<file path="src/rtl/hazard_pkg.sv">
// Shared encodings for the pipeline hazard controller: ID/EX mode codes and FSM states.
package hazard_pkg;

    localparam logic [1:0] HZ_BUBBLE = 2'b00;
    localparam logic [1:0] HZ_LOAD   = 2'b01;
    localparam logic [1:0] HZ_HOLD   = 2'b10;

    typedef enum logic {
        ST_RUN     = 1'b0,
        ST_MC_BUSY = 1'b1
    } hz_state_e;

endpackage

</file>
<file path="src/rtl/hazard_unit_if.sv">
// Hazard-control bundle between the pipeline datapath (master) and hazard_unit (slave).
interface hazard_unit_if #(
    parameter int CNT_W = 16
);
    logic [4:0]       IF_ID_Rs;
    logic [4:0]       IF_ID_Rt;
    logic             ID_UsesRs;
    logic             ID_UsesRt;
    logic             ID_Jump;
    logic             ID_EX_MemRead;
    logic [4:0]       ID_EX_Rt;
    logic             EX_BranchTaken;
    logic             EX_MultiCycle;
    logic             PC_Write;
    logic             IF_ID_Write;
    logic             IF_ID_Flush;
    logic [1:0]       ID_EX_Hazard;
    logic             Hazard_Delay;
    logic             EX_MEM_Bubble;
    logic [CNT_W-1:0] Stall_Cnt;
    logic [CNT_W-1:0] Flush_Cnt;

    modport master (
        output IF_ID_Rs, IF_ID_Rt, ID_UsesRs, ID_UsesRt, ID_Jump,
               ID_EX_MemRead, ID_EX_Rt, EX_BranchTaken, EX_MultiCycle,
        input  PC_Write, IF_ID_Write, IF_ID_Flush, ID_EX_Hazard,
               Hazard_Delay, EX_MEM_Bubble, Stall_Cnt, Flush_Cnt
    );

    modport slave (
        input  IF_ID_Rs, IF_ID_Rt, ID_UsesRs, ID_UsesRt, ID_Jump,
               ID_EX_MemRead, ID_EX_Rt, EX_BranchTaken, EX_MultiCycle,
        output PC_Write, IF_ID_Write, IF_ID_Flush, ID_EX_Hazard,
               Hazard_Delay, EX_MEM_Bubble, Stall_Cnt, Flush_Cnt
    );
endinterface

</file>
<file path="src/rtl/hazard_unit_load_use_cmp.sv">
// Combinational load-use detector; also shared with the forwarding unit's checks.
module load_use_cmp (
    input  logic       mem_read_i,
    input  logic [4:0] ex_rt_i,
    input  logic [4:0] rs_i,
    input  logic [4:0] rt_i,
    input  logic       uses_rs_i,
    input  logic       uses_rt_i,
    output logic       hazard_o
);
    // $zero is never a real dependency
    assign hazard_o = mem_read_i && (ex_rt_i != 5'd0) &&
                      ((uses_rs_i && (ex_rt_i == rs_i)) ||
                       (uses_rt_i && (ex_rt_i == rt_i)));
endmodule

</file>
<file path="src/rtl/hazard_unit.sv">
// Stall/flush/bubble controller for the 5-stage core, with multi-cycle EX hold FSM
// and saturating stall/flush event counters.
//
// state      | meaning
// ST_RUN     | normal priority evaluation of branch / multi-cycle / load-use / jump
// ST_MC_BUSY | multi-cycle op in EX; hold front of pipe until mc_cnt reaches 0
module hazard_unit
    import hazard_pkg::*;
#(
    parameter int MUL_LAT = 4,
    parameter int CNT_W   = 16
) (
    input  logic        clk,
    input  logic        reset,
    hazard_unit_if.slave hz
);
    localparam int              MC_W    = (MUL_LAT > 2) ? $clog2(MUL_LAT) : 1;
    localparam bit              MC_EN   = (MUL_LAT > 1);
    localparam logic [MC_W-1:0] MC_LOAD = MC_W'((MUL_LAT > 1) ? MUL_LAT - 2 : 0);

    hz_state_e        state_q, state_d;
    logic [MC_W-1:0]  mc_cnt_q, mc_cnt_d;
    logic [CNT_W-1:0] stall_cnt_q, flush_cnt_q;
    logic             stall_inc, flush_inc;
    logic             load_use;
    logic             pc_write, if_id_write, if_id_flush, hazard_delay, ex_mem_bubble;
    logic [1:0]       id_ex_hazard;
    logic             releasing;

    load_use_cmp u_load_use_cmp (
        .mem_read_i (hz.ID_EX_MemRead),
        .ex_rt_i    (hz.ID_EX_Rt),
        .rs_i       (hz.IF_ID_Rs),
        .rt_i       (hz.IF_ID_Rt),
        .uses_rs_i  (hz.ID_UsesRs),
        .uses_rt_i  (hz.ID_UsesRt),
        .hazard_o   (load_use)
    );

    always_ff @(posedge clk) begin
        if (reset) begin
            state_q     <= ST_RUN;
            mc_cnt_q    <= '0;
            stall_cnt_q <= '0;
            flush_cnt_q <= '0;
        end else begin
            state_q  <= state_d;
            mc_cnt_q <= mc_cnt_d;
            if (stall_inc && (stall_cnt_q != '1)) stall_cnt_q <= stall_cnt_q + 1'b1;
            if (flush_inc && (flush_cnt_q != '1)) flush_cnt_q <= flush_cnt_q + 1'b1;
        end
    end

    always_comb begin
        state_d       = state_q;
        mc_cnt_d      = mc_cnt_q;
        pc_write      = 1'b0;
        if_id_write   = 1'b0;
        if_id_flush   = 1'b0;
        id_ex_hazard  = HZ_BUBBLE;
        hazard_delay  = 1'b0;
        ex_mem_bubble = 1'b0;
        stall_inc     = 1'b0;
        flush_inc     = 1'b0;
        releasing     = (state_q == ST_MC_BUSY);

        if (reset) begin
            if_id_flush   = 1'b1;
            hazard_delay  = 1'b1;
            ex_mem_bubble = 1'b1;
            state_d       = ST_RUN;
        end else if (state_q == ST_MC_BUSY && mc_cnt_q != '0) begin
            id_ex_hazard  = HZ_HOLD;
            ex_mem_bubble = 1'b1;
            mc_cnt_d      = mc_cnt_q - 1'b1;
        end else begin
            // release cycle shares the RUN rules but never re-enters MC_BUSY
            state_d = ST_RUN;
            if (hz.EX_BranchTaken) begin
                pc_write     = 1'b1;
                if_id_flush  = 1'b1;
                hazard_delay = 1'b1;
                id_ex_hazard = HZ_LOAD;
                flush_inc    = 1'b1;
            end else if (MC_EN && hz.EX_MultiCycle && !releasing) begin
                id_ex_hazard  = HZ_HOLD;
                ex_mem_bubble = 1'b1;
                mc_cnt_d      = MC_LOAD;
                state_d       = ST_MC_BUSY;
            end else if (load_use) begin
                id_ex_hazard = HZ_BUBBLE;
                stall_inc    = 1'b1;
            end else if (hz.ID_Jump) begin
                pc_write     = 1'b1;
                if_id_flush  = 1'b1;
                id_ex_hazard = HZ_LOAD;
                flush_inc    = 1'b1;
            end else begin
                pc_write     = 1'b1;
                if_id_write  = 1'b1;
                id_ex_hazard = HZ_LOAD;
            end
        end
    end

    assign hz.PC_Write      = pc_write;
    assign hz.IF_ID_Write   = if_id_write;
    assign hz.IF_ID_Flush   = if_id_flush;
    assign hz.ID_EX_Hazard  = id_ex_hazard;
    assign hz.Hazard_Delay  = hazard_delay;
    assign hz.EX_MEM_Bubble = ex_mem_bubble;
    assign hz.Stall_Cnt     = stall_cnt_q;
    assign hz.Flush_Cnt     = flush_cnt_q;

endmodule

</file>
<file path="src/flat_wrapper.sv">
// flat-port wrapper written by rule: the top's interface ports become plain ports
module hazard_unit_flat import hazard_pkg::*;
#(
    parameter int MUL_LAT = 4,
    parameter int CNT_W   = 16
)
  (clk, reset, hz_IF_ID_Rs, hz_IF_ID_Rt, hz_ID_UsesRs, hz_ID_UsesRt, hz_ID_Jump, hz_ID_EX_MemRead, hz_ID_EX_Rt, hz_EX_BranchTaken, hz_EX_MultiCycle, hz_PC_Write, hz_IF_ID_Write, hz_IF_ID_Flush, hz_ID_EX_Hazard, hz_Hazard_Delay, hz_EX_MEM_Bubble, hz_Stall_Cnt, hz_Flush_Cnt);
  hazard_unit_if #(.CNT_W(CNT_W)) hz_i ();
  input  logic clk;
  input  logic reset;
  input wire logic [$bits(hz_i.IF_ID_Rs)-1:0] hz_IF_ID_Rs;
  input wire logic [$bits(hz_i.IF_ID_Rt)-1:0] hz_IF_ID_Rt;
  input wire logic [$bits(hz_i.ID_UsesRs)-1:0] hz_ID_UsesRs;
  input wire logic [$bits(hz_i.ID_UsesRt)-1:0] hz_ID_UsesRt;
  input wire logic [$bits(hz_i.ID_Jump)-1:0] hz_ID_Jump;
  input wire logic [$bits(hz_i.ID_EX_MemRead)-1:0] hz_ID_EX_MemRead;
  input wire logic [$bits(hz_i.ID_EX_Rt)-1:0] hz_ID_EX_Rt;
  input wire logic [$bits(hz_i.EX_BranchTaken)-1:0] hz_EX_BranchTaken;
  input wire logic [$bits(hz_i.EX_MultiCycle)-1:0] hz_EX_MultiCycle;
  output wire logic [$bits(hz_i.PC_Write)-1:0] hz_PC_Write;
  output wire logic [$bits(hz_i.IF_ID_Write)-1:0] hz_IF_ID_Write;
  output wire logic [$bits(hz_i.IF_ID_Flush)-1:0] hz_IF_ID_Flush;
  output wire logic [$bits(hz_i.ID_EX_Hazard)-1:0] hz_ID_EX_Hazard;
  output wire logic [$bits(hz_i.Hazard_Delay)-1:0] hz_Hazard_Delay;
  output wire logic [$bits(hz_i.EX_MEM_Bubble)-1:0] hz_EX_MEM_Bubble;
  output wire logic [$bits(hz_i.Stall_Cnt)-1:0] hz_Stall_Cnt;
  output wire logic [$bits(hz_i.Flush_Cnt)-1:0] hz_Flush_Cnt;
  assign hz_i.IF_ID_Rs = hz_IF_ID_Rs;
  assign hz_i.IF_ID_Rt = hz_IF_ID_Rt;
  assign hz_i.ID_UsesRs = hz_ID_UsesRs;
  assign hz_i.ID_UsesRt = hz_ID_UsesRt;
  assign hz_i.ID_Jump = hz_ID_Jump;
  assign hz_i.ID_EX_MemRead = hz_ID_EX_MemRead;
  assign hz_i.ID_EX_Rt = hz_ID_EX_Rt;
  assign hz_i.EX_BranchTaken = hz_EX_BranchTaken;
  assign hz_i.EX_MultiCycle = hz_EX_MultiCycle;
  assign hz_PC_Write = hz_i.PC_Write;
  assign hz_IF_ID_Write = hz_i.IF_ID_Write;
  assign hz_IF_ID_Flush = hz_i.IF_ID_Flush;
  assign hz_ID_EX_Hazard = hz_i.ID_EX_Hazard;
  assign hz_Hazard_Delay = hz_i.Hazard_Delay;
  assign hz_EX_MEM_Bubble = hz_i.EX_MEM_Bubble;
  assign hz_Stall_Cnt = hz_i.Stall_Cnt;
  assign hz_Flush_Cnt = hz_i.Flush_Cnt;
  hazard_unit #(.MUL_LAT(MUL_LAT), .CNT_W(CNT_W)) u_core (.clk(clk), .reset(reset), .hz(hz_i));
endmodule
</file>
<file path="config.mk">
export PLATFORM = sky130hd
export DESIGN_NAME = hazard_unit_flat
export DESIGN_NICKNAME = d
export VERILOG_FILES = /design/src/rtl/hazard_pkg.sv /design/src/rtl/hazard_unit_if.sv /design/src/rtl/hazard_unit_load_use_cmp.sv /design/src/rtl/hazard_unit.sv /design/src/flat_wrapper.sv
export SDC_FILE = /design/constraint.sdc
export NUM_CORES = 1
export LEC_CHECK = 0
export ABC_AREA = 1
export ABC_CLOCK_PERIOD_IN_PS = 2250
export BUFFER_PORTS_ARGS = -buffer_cell sky130_fd_sc_hd__buf_2
export CORE_UTILIZATION = 44
export CTS_CLUSTER_DIAMETER = 50
export DETAILED_ROUTE_END_ITERATION = 8
export GPL_ROUTABILITY_DRIVEN = 0
export PLACE_DENSITY = 0.68
export SYNTH_ARGS = -nofsm -noshare
export SYNTH_HDL_FRONTEND = slang
export SYNTH_SLANG_ARGS = --single-unit
</file>
<file path="constraint.sdc">
create_clock -name clk -period 2.25 [get_ports clk]
set_input_delay 0.1125 -clock clk [delete_from_list [all_inputs] [get_ports clk]]
set_output_delay 0.1125 -clock clk [all_outputs]
set_load 0.03 [all_outputs]
</file>
==> flow_summary.ini, run 1 <==
[logic_synthesis]
synth.ff_latch_count = 35
yosys_most_used_dff = sky130_fd_sc_hd__dfxtp_1
seq_area_frac_synth_pct = 29.03
number_of_nets_produced_by_synthesis = 379
synth_area_per_cell_um2 = 6.837
synth_enable_flop_cells = 0
synth.lib_cells_used.distinct = 35
yosys_warnings = 0
synth_cells = 353
synthesis.area_um2 = 2414
synthArstFlopShare_pct = 0

[cells_and_area]
drive_gt1_share_pct = 32.21
fin_util_pct = 54.37
area_delta_synth_final_pct = 17.26
design.final.nets = 441
sequential_cell_area_um2 = 700.7
area_of_the_multi_input_gates_um2 = 1443
n_fill_cell = 534
insertedDiodeCount = 0

[power]
worst_ir_drop_vdd_mv = 0.2405
pwr_density_nw_per_um2 = 440.7
power.total_mw = 1.247
power.static_leakage_nw = 1.298

[cts]
cts_buffers = 5
clockRootBuffer = sky130_fd_sc_hd__clkbuf_8
cts_tree = done
clkSlewWorstSetupHoldPaths_ns = 0.07
max-clock-path-buffers = 2
clock_tree.htree_level_count = 2
cts_hold_buffers = 0
clk-insertion-delay-late_ns = 0.29
postCtsSetupRepairBufs = 0
cts_num_sinks = 35
post_cts_resized = 0

[placement]
port_buffers = 61
dp.final_hpwl_um = 3969
setup_ws_pre_cts_ns = 0.4495

[drt]
drc = 0
routed_wire_length_per_instance_um = 10.75
viasPerCell = 4.722
initialDrtViolationCount = 99
drt_pass1_iterations = 4
final_antenna_net_count = 0
postRouteWirelength_um = 5225
routed-via-count = 2295

[die]
num_io_pins = 62
rows = 26
floorplan.initialDensity_pct = 46.37
die_height_um = 76.07
coreArea_um2 = 5205
chipWidth_um = 76.07
fp.dieArea_um2 = 5786

[grt]
grt_pass1_wl_um = 9211
grt_antenna_before_repair = 0
grt_util_all_layers_pct = 19.10
grt_max_degree = 23
grt_pass1_vias = 2134
gr-total-overflow = 0

[timing]
setup_violating_endpoint_count_in_the_final_report = 0
finalClockSkew_ns = 0.006390
final_critical_path_setup_slack_ns = 0.3346
slew_headroom_pct = 71.60
period_share_pct = 85.13
totalNegativeSetupSlack_ns = 0
period_needed_ns = 1.915
hold_violations = 0
fin_hold_ws_ns = 0.06542
grt_setup_unrepaired = no
report.final.slew_viol_count = 0
worst-slew-pin-transition_ns = 0.4251
fmax_achieved_mhz = 522.1

[worst_setup_path]
worst_setup_path_start_kind = flop
crit_type = reg -> out
worst_ep_required_time_ns = 2.14
setup.worst_path.end_class = output port
critPathArrivalTime_ns = 1.80
worstPathMaxFanout = 4

[run_status]
status = finished, final reports clean

[run]
max_cap_violations = 0

[worst_hold_path]
worst_hold_path_type = in -> reg
-- power by group --
part / internal [mW] / total [mW] / leakage (nW) / switching (mW)
registers: 0.626 / 0.631 / 0.283 / 0.00522
clock network: 0.217 / 0.442 / 0.0422 / 0.225
logic: 0.0570 / 0.174 / 0.973 / 0.117
-- Yosys cell counts, types with 2 or more instances --
master                     number  area share (%)
sky130_fd_sc_hd__clkbuf_1       4            0.62
sky130_fd_sc_hd__nor4_1         3            0.78
sky130_fd_sc_hd__nand2_1       94              15
sky130_fd_sc_hd__buf_6          2            0.93
sky130_fd_sc_hd__a21oi_1        7             1.5
sky130_fd_sc_hd__xor2_1        16             5.8
sky130_fd_sc_hd__inv_1         43             6.7
sky130_fd_sc_hd__a21oi_2       19             6.9
sky130_fd_sc_hd__nor2_2         3            0.78
sky130_fd_sc_hd__ha_1           3             1.6
sky130_fd_sc_hd__nor2_1        36             5.6
sky130_fd_sc_hd__nand3_1       15             3.1
sky130_fd_sc_hd__nand3_2        3             1.2
sky130_fd_sc_hd__nor3_1        10             2.1
sky130_fd_sc_hd__o21ai_0       10             2.1
sky130_fd_sc_hd__xnor2_1        5             1.8
sky130_fd_sc_hd__nand2_2       23             6.0
sky130_fd_sc_hd__dfxtp_1       35              29
sky130_fd_sc_hd__inv_2          6            0.93
-- cell usage in the layout, fill, tap and decap left out, drive strengths merged, types with 2 or more instances in the layout --
cell / n
dfxtp: 35
nor3b: 2
buf: 64
nand4: 3
nor4: 3
nand2: 118
nand3: 19
o21ai: 10
inv: 50
a21oi: 27
clkbuf: 7
xor2: 16
xnor2: 5
ha: 3
nor2: 40
nor3: 11
-- worst paths after layout --
kind	start	end	slack (ns)	cells past startpoint
min reg2reg	u_core.mc_cnt_q[0]	u_core.mc_cnt_q[0]	0.47	1
max	u_core.mc_cnt_q[0]	hz_IF_ID_Flush	0.33	8
min	reset	u_core.hz.Stall_Cnt[7]	0.07	2
max reg2reg	u_core.mc_cnt_q[0]	u_core.hz.Stall_Cnt[6]	0.44	12
-- final cells by class --
class	instances	share of cell area, %
Timing Repair Buffer	64	11.58
Clock inverter	1	0.1768
Tap cell	70	3.095
Multi-Input combinational cell	259	50.97
Sequential cell	35	24.76
Inverter	50	6.720
Clock buffer	7	2.697
-- critical path, stage by stage, from the launching register on --
cell and delay [ns]:
sky130_fd_sc_hd__dfxtp_1 0.35, sky130_fd_sc_hd__inv_1 0.05, sky130_fd_sc_hd__ha_1 0.19, sky130_fd_sc_hd__or2_1 0.26, sky130_fd_sc_hd__nand2_1 0.16, sky130_fd_sc_hd__nand2_1 0.17
sky130_fd_sc_hd__nand2_1 0.11, sky130_fd_sc_hd__nand2_1 0.05, sky130_fd_sc_hd__buf_2 0.17
-- cells by family (layout without fill, tap and decap cells) --
kind of cell	after synthesis	in the layout	share of synthesized area, %
buf+inv	59	122	11.20
fa+ha+maj	3	3	1.555
compound gates	38	38	11.61
simple gates	197	197	38.98
xor+xnor	21	21	7.620
flops	35	35	29.03
-- registers in the layout, indices dropped and copies added (netlist names) --
register	cells
u_core.hz.Flush_Cnt	16
u_core.releasing	1
u_core.hz.Stall_Cnt	16
u_core.mc_cnt_q	2
-- per-stage QoR --
step / cell area, um^2 / cells
floorplan: 2414 / 353
global placement: 2749 / 478
detailed placement: 2749 / 478
CTS: 2830 / 486
global route: 2830 / 486
finish: 2830 / 486
-- per-layer routing --
metal	share of wire [%]	wire length [um]	track usage [%]	vias up
li1	-	-	-	1218
met1	49	2557	24.93	1018
met2	44	2322	31.00	52
met3	5.5	286	5.030	7
met4	1.1	59	5.385	0
met5	0	0	0	-
(Power assumes the default switching activity.)
==> run 2: changes to the inputs <==
- RECOVER_POWER: not set -> 25
==> run 2 against run 1 <==
Fmax about the same. Non-clock buffer count unchanged. Flip-flop and latch count unchanged. Core utilization down 0.43 points. Clock-buffer cell count unchanged.
==> flow_summary.ini, run 2 (synthesis results as in run 1) <==
[run_status]
status = finished, final reports clean

[die]
coreArea_um2 = 5205
fp.dieArea_um2 = 5786
die_height_um = 76.07
rows = 26
floorplan.initialDensity_pct = 46.37
chipWidth_um = 76.07
num_io_pins = 62

[cts]
cts_num_sinks = 35
clk-insertion-delay-late_ns = 0.29
clock_tree.htree_level_count = 2
cts_hold_buffers = 0
clockRootBuffer = sky130_fd_sc_hd__clkbuf_8
postCtsSetupRepairBufs = 0
max-clock-path-buffers = 2
cts_tree = done
post_cts_resized = 0
cts_buffers = 5
clkSlewWorstSetupHoldPaths_ns = 0.07

[timing]
grt_setup_unrepaired = no
setup_violating_endpoint_count_in_the_final_report = 0
hold_violations = 0
fmax_achieved_mhz = 522.6
period_share_pct = 85.05
worst-slew-pin-transition_ns = 0.4243
finalClockSkew_ns = 0.006671
report.final.slew_viol_count = 0
slew_headroom_pct = 71.64
totalNegativeSetupSlack_ns = 0
period_needed_ns = 1.914
fin_hold_ws_ns = 0.06485

[placement]
placement.cell_area_um2 = 2749
port_buffers = 61
dp.final_hpwl_um = 3969
dp.cells = 478

[cells_and_area]
insertedDiodeCount = 0
drive_gt1_share_pct = 27.88
layout_common_cells = sky130_fd_sc_hd__nand2_1 (94), sky130_fd_sc_hd__inv_1 (43), sky130_fd_sc_hd__buf_2 (43)
sequential_cell_area_um2 = 700.7
n_fill_cell = 546
area_of_the_multi_input_gates_um2 = 1443
fin_util_pct = 53.94
filler_free_cell_count_of_the_finished_design = 486
design.final.nets = 441
mostFrequentLayoutCell = sky130_fd_sc_hd__nand2_1
final_cell_area_um2 = 2808
area_delta_synth_final_pct = 16.33

[worst_setup_path]
worstPathMaxFanout = 4
crit_path_top_delay_cell = sky130_fd_sc_hd__dfxtp_1
setup.worst_path.end_class = output port
r2r_cells = 12
crit_type = reg -> out
worst_ep_required_time_ns = 2.14
cp_slowest_stage_delay_ns = 0.35
crit_top_cell = sky130_fd_sc_hd__nand2_1
r2r_end = u_core.hz.Stall_Cnt[6]
critPathArrivalTime_ns = 1.80
rrSetupSlack_ns = 0.44
worst_setup_path_start_kind = flop
critPathLaunch = u_core.mc_cnt_q[0]
crit_path_cell_trace = inv_1, ha_1, or2_1, nand2_1, nand2_1, nand2_1, nand2_1, buf_2
crit-reg2reg-launch = u_core.mc_cnt_q[0]

[grt]
grt_max_degree = 23
grt_pass1_wl_um = 9211
grt_util_all_layers_pct = 19.10
gr-total-overflow = 0
grt_antenna_before_repair = 0
grt_pass1_vias = 2134

[power]
worst_ir_drop_vdd_mv = 0.2408
pwr_density_nw_per_um2 = 443.9
power.static_leakage_nw = 1.220

[drt]
routed-via-count = 2300
drt_pass1_iterations = 4
initialDrtViolationCount = 85
drc = 0
routed_wire_length_per_instance_um = 10.76
postRouteWirelength_um = 5231
final_antenna_net_count = 0
viasPerCell = 4.733

[worst_hold_path]
min_from = reset
worst_hold_path_type = in -> reg
worst_hold_path.num_cells = 2
min_to = u_core.hz.Stall_Cnt[7]

[run]
max_cap_violations = 0
## run 2: worst max-delay path by stage
stage	end	slack, ns	cells after the start
floorplan	u_core.mc_cnt_q[1]	0.35	8
global placement	u_core.hz.Flush_Cnt[12]	0.50	8
detailed placement	u_core.hz.Stall_Cnt[10]	0.45	11
CTS	hz_IF_ID_Flush	0.33	8
global route	u_core.hz.Flush_Cnt[7]	0.17	11
finish	hz_IF_ID_Flush	0.34	8
## run 2: layout make-up
| cell class | count | area share [%] |
|---|---|---|
| Clock buffer | 7 | 2.718 |
| Clock inverter | 1 | 0.1783 |
| Inverter | 50 | 6.774 |
| Multi-Input combinational cell | 259 | 51.38 |
| Sequential cell | 35 | 24.96 |
| Tap cell | 70 | 3.119 |
| Timing Repair Buffer | 64 | 10.87 |
## run 2: layer usage
metal | share of wire (%) | wire length (um) | track usage (%) | up-vias
li1 | - | - | - | 1218
met1 | 49 | 2560 | 24.93 | 1018
met2 | 45 | 2328 | 31.00 | 57
met3 | 5.4 | 281 | 5.030 | 7
met4 | 1.1 | 60 | 5.385 | 0
met5 | 0 | 0 | 0 | -
## run 2: where the power goes
group | total (mW) | internal [mW] | leakage, nW | switching [mW]
combinational | 0.173 | 0.0559 | 0.895 | 0.117
clock | 0.442 | 0.217 | 0.0422 | 0.225
sequential | 0.632 | 0.626 | 0.283 | 0.00539
## run 2: worst max-delay path, delay by kind of cell (launching register included)
kind                       cells  cell delay, ns
and+or+nand+nor                5            0.75
DFF                            1            0.35
buffers and inverters          2            0.22
adders and majority gates      1            0.19
## run 2: through the flow
step / total power [mW] / setup WS, ns
floorplan: 0.7716 / 0.3501
global placement: 0.8184 / 0.4977
detailed placement: 0.8201 / 0.4495
CTS: 1.257 / 0.3250
global route: 1.316 / 0.1738
finish: 1.246 / 0.3364
==> run 3: changes to the inputs <==
==> constraint.sdc (replaced) <==
create_clock -name clk -period 2.25 [get_ports clk]
set_input_delay 0.225 -clock clk [delete_from_list [all_inputs] [get_ports clk]]
set_output_delay 0.225 -clock clk [all_outputs]
set_load 0.03 [all_outputs]
==> run 3 against run 2 <==
Sequential share of layout area hardly changed. Global-route usage up 0.69 points. Non-clock buffer count decreased by 2. Critical path type unchanged. Critical endpoint unchanged.
==> flow_summary.ini, run 3 (synthesis results as in run 1) <==
[worst_setup_path]
r2r_end = u_core.hz.Stall_Cnt[6]
rrSetupSlack_ns = 0.39
crit_family = simple AND/OR/NAND/NOR gates
crit_top_cell = sky130_fd_sc_hd__nand2_1
crit-reg2reg-launch = u_core.hz.Stall_Cnt[0]
timing.critical_path.buf_inv = 2
r2r_cells = 11
worst-path-stages = 8
crit_type = reg -> out
capturing_element_of_the_worst_setup_path = hz_IF_ID_Flush
worst_setup_path_start_kind = flop
setup.worst_path.end_class = output port
worstPathMaxFanout = 4
cp_slowest_stage_delay_ns = 0.34
critPathArrivalTime_ns = 1.82
crit_path_cell_trace = inv_1, ha_1, or2_1, nand2_1, nand2_1, nand2_1, nand2_1, buf_2
critPathLaunch = u_core.mc_cnt_q[0]
worst_ep_required_time_ns = 2.03
crit_path_top_delay_cell = sky130_fd_sc_hd__dfxtp_1

[power]
pwr-share-comb_pct = 13.0
swShare_pct = 26.60
power.static_leakage_nw = 1.219
power_report.internal_total_uw = 959.1
pwr_density_nw_per_um2 = 464.8
pwr-share-seq_pct = 48.3
power_switching_uw = 347.7
power_frac_clock_pct = 38.7
worst_ir_drop_vdd_mv = 0.2933

[drt]
final_antenna_net_count = 0
postRouteWirelength_um = 5267
initialDrtViolationCount = 154
routed-via-count = 2285
routed_wire_length_per_instance_um = 10.88
drt_pass1_iterations = 4
viasPerCell = 4.721
drc = 0

[cts]
clock_tree.htree_level_count = 2
cts_buffers = 5
cts_num_sinks = 35
clockRootBuffer = sky130_fd_sc_hd__clkbuf_8
postCtsSetupRepairBufs = 0
post_cts_resized = 0
cts_tree = done
cts_hold_buffers = 0
clkSlewWorstSetupHoldPaths_ns = 0.07
clk-insertion-delay-late_ns = 0.29
max-clock-path-buffers = 2

[cells_and_area]
insertedDiodeCount = 0
drive_gt1_share_pct = 27.78
area_delta_synth_final_pct = 16.49
layout_common_cells = sky130_fd_sc_hd__nand2_1 (94), sky130_fd_sc_hd__inv_1 (43), sky130_fd_sc_hd__buf_2 (43)
design.final.nets = 439
filler_free_cell_count_of_the_finished_design = 484
mostFrequentLayoutCell = sky130_fd_sc_hd__nand2_1
fin_util_pct = 54.01

[die]
floorplan.initialDensity_pct = 46.37
die_height_um = 76.07
rows = 26
chipWidth_um = 76.07
fp.dieArea_um2 = 5786
num_io_pins = 62
coreArea_um2 = 5205

[timing]
grt_setup_unrepaired = no
slew_headroom_pct = 61.15
setup_violating_endpoint_count_in_the_final_report = 0
period_needed_ns = 2.046
hold_violations = 0
fmax_achieved_mhz = 488.7
finalClockSkew_ns = 0.009952
period_share_pct = 90.94
fin_hold_ws_ns = 0.3198
worst-slew-pin-transition_ns = 0.5822
report.final.slew_viol_count = 0
totalNegativeSetupSlack_ns = 0

[run_status]
status = finished, final reports clean

[grt]
grt_max_degree = 25
grt_pass1_vias = 2171
grt_util_all_layers_pct = 19.80
grt_antenna_before_repair = 0
grt_pass1_wl_um = 9563
gr-total-overflow = 0

[worst_hold_path]
worst_hold_path_type = in -> reg

[placement]
port_buffers = 61
dp.final_hpwl_um = 3886
dp.cells = 476

[run]
max_cap_violations = 0
-- run 3: layout make-up --
cell class              count  area, um^2
fillers                   531        2394
multi-input cells         259        1443
flip-flops and latches     35       700.7
repair buffers             62       290.3
inverters                  50       190.2
clock buffers               8       100.1
well taps                  70       87.58
-- run 3: tightest hold or removal path, stage by stage --
cell and delay, ns:
sky130_fd_sc_hd__buf_2 0.08, sky130_fd_sc_hd__nand2_1 0.05, sky130_fd_sc_hd__nand2_1 0.07, sky130_fd_sc_hd__inv_2 0.05, sky130_fd_sc_hd__nor2_1 0.09
-- run 3: worst min path at each step --
stage	startpoint	to	slack (ns)	cells after the start
final	hz_EX_MultiCycle	u_core.releasing	0.32	5
after global placement	u_core.mc_cnt_q[0]	u_core.mc_cnt_q[0]	0.44	1
after global routing	hz_EX_MultiCycle	u_core.releasing	0.33	5
after floorplan	u_core.mc_cnt_q[0]	u_core.mc_cnt_q[0]	0.43	1
after detailed placement	u_core.mc_cnt_q[0]	u_core.mc_cnt_q[0]	0.45	1
after CTS	hz_EX_MultiCycle	u_core.releasing	0.32	5
-- run 3: through the flow --
stage	worst slack (ns)	total power, mW	cell area [um^2]
after detailed placement	0.3899	0.8174	2734
final	0.2038	1.307	2811
after global routing	0.06460	1.373	2811
after floorplan	0.3501	0.7716	2414
after global placement	0.4163	0.8161	2734
after CTS	0.1901	1.327	2834
-- run 3: metal layers --
metal	up-vias	part of all wire [%]	GRT usage [%]
met5	-	0	0
met4	0	0.65	5.192
met3	4	4.7	3.713
met2	53	46	32.27
met1	1012	49	26.79
li1	1216	-	-
-- run 3: power by group through the flow --
stage | registers [mW] | logic [mW] | clock network (mW)
after floorplan | 0.653 | 0.118 | 0
after global placement | 0.645 | 0.171 | 0
after detailed placement | 0.645 | 0.172 | 0
after CTS | 0.631 | 0.173 | 0.523
after global routing | 0.632 | 0.193 | 0.548
final | 0.631 | 0.170 | 0.505
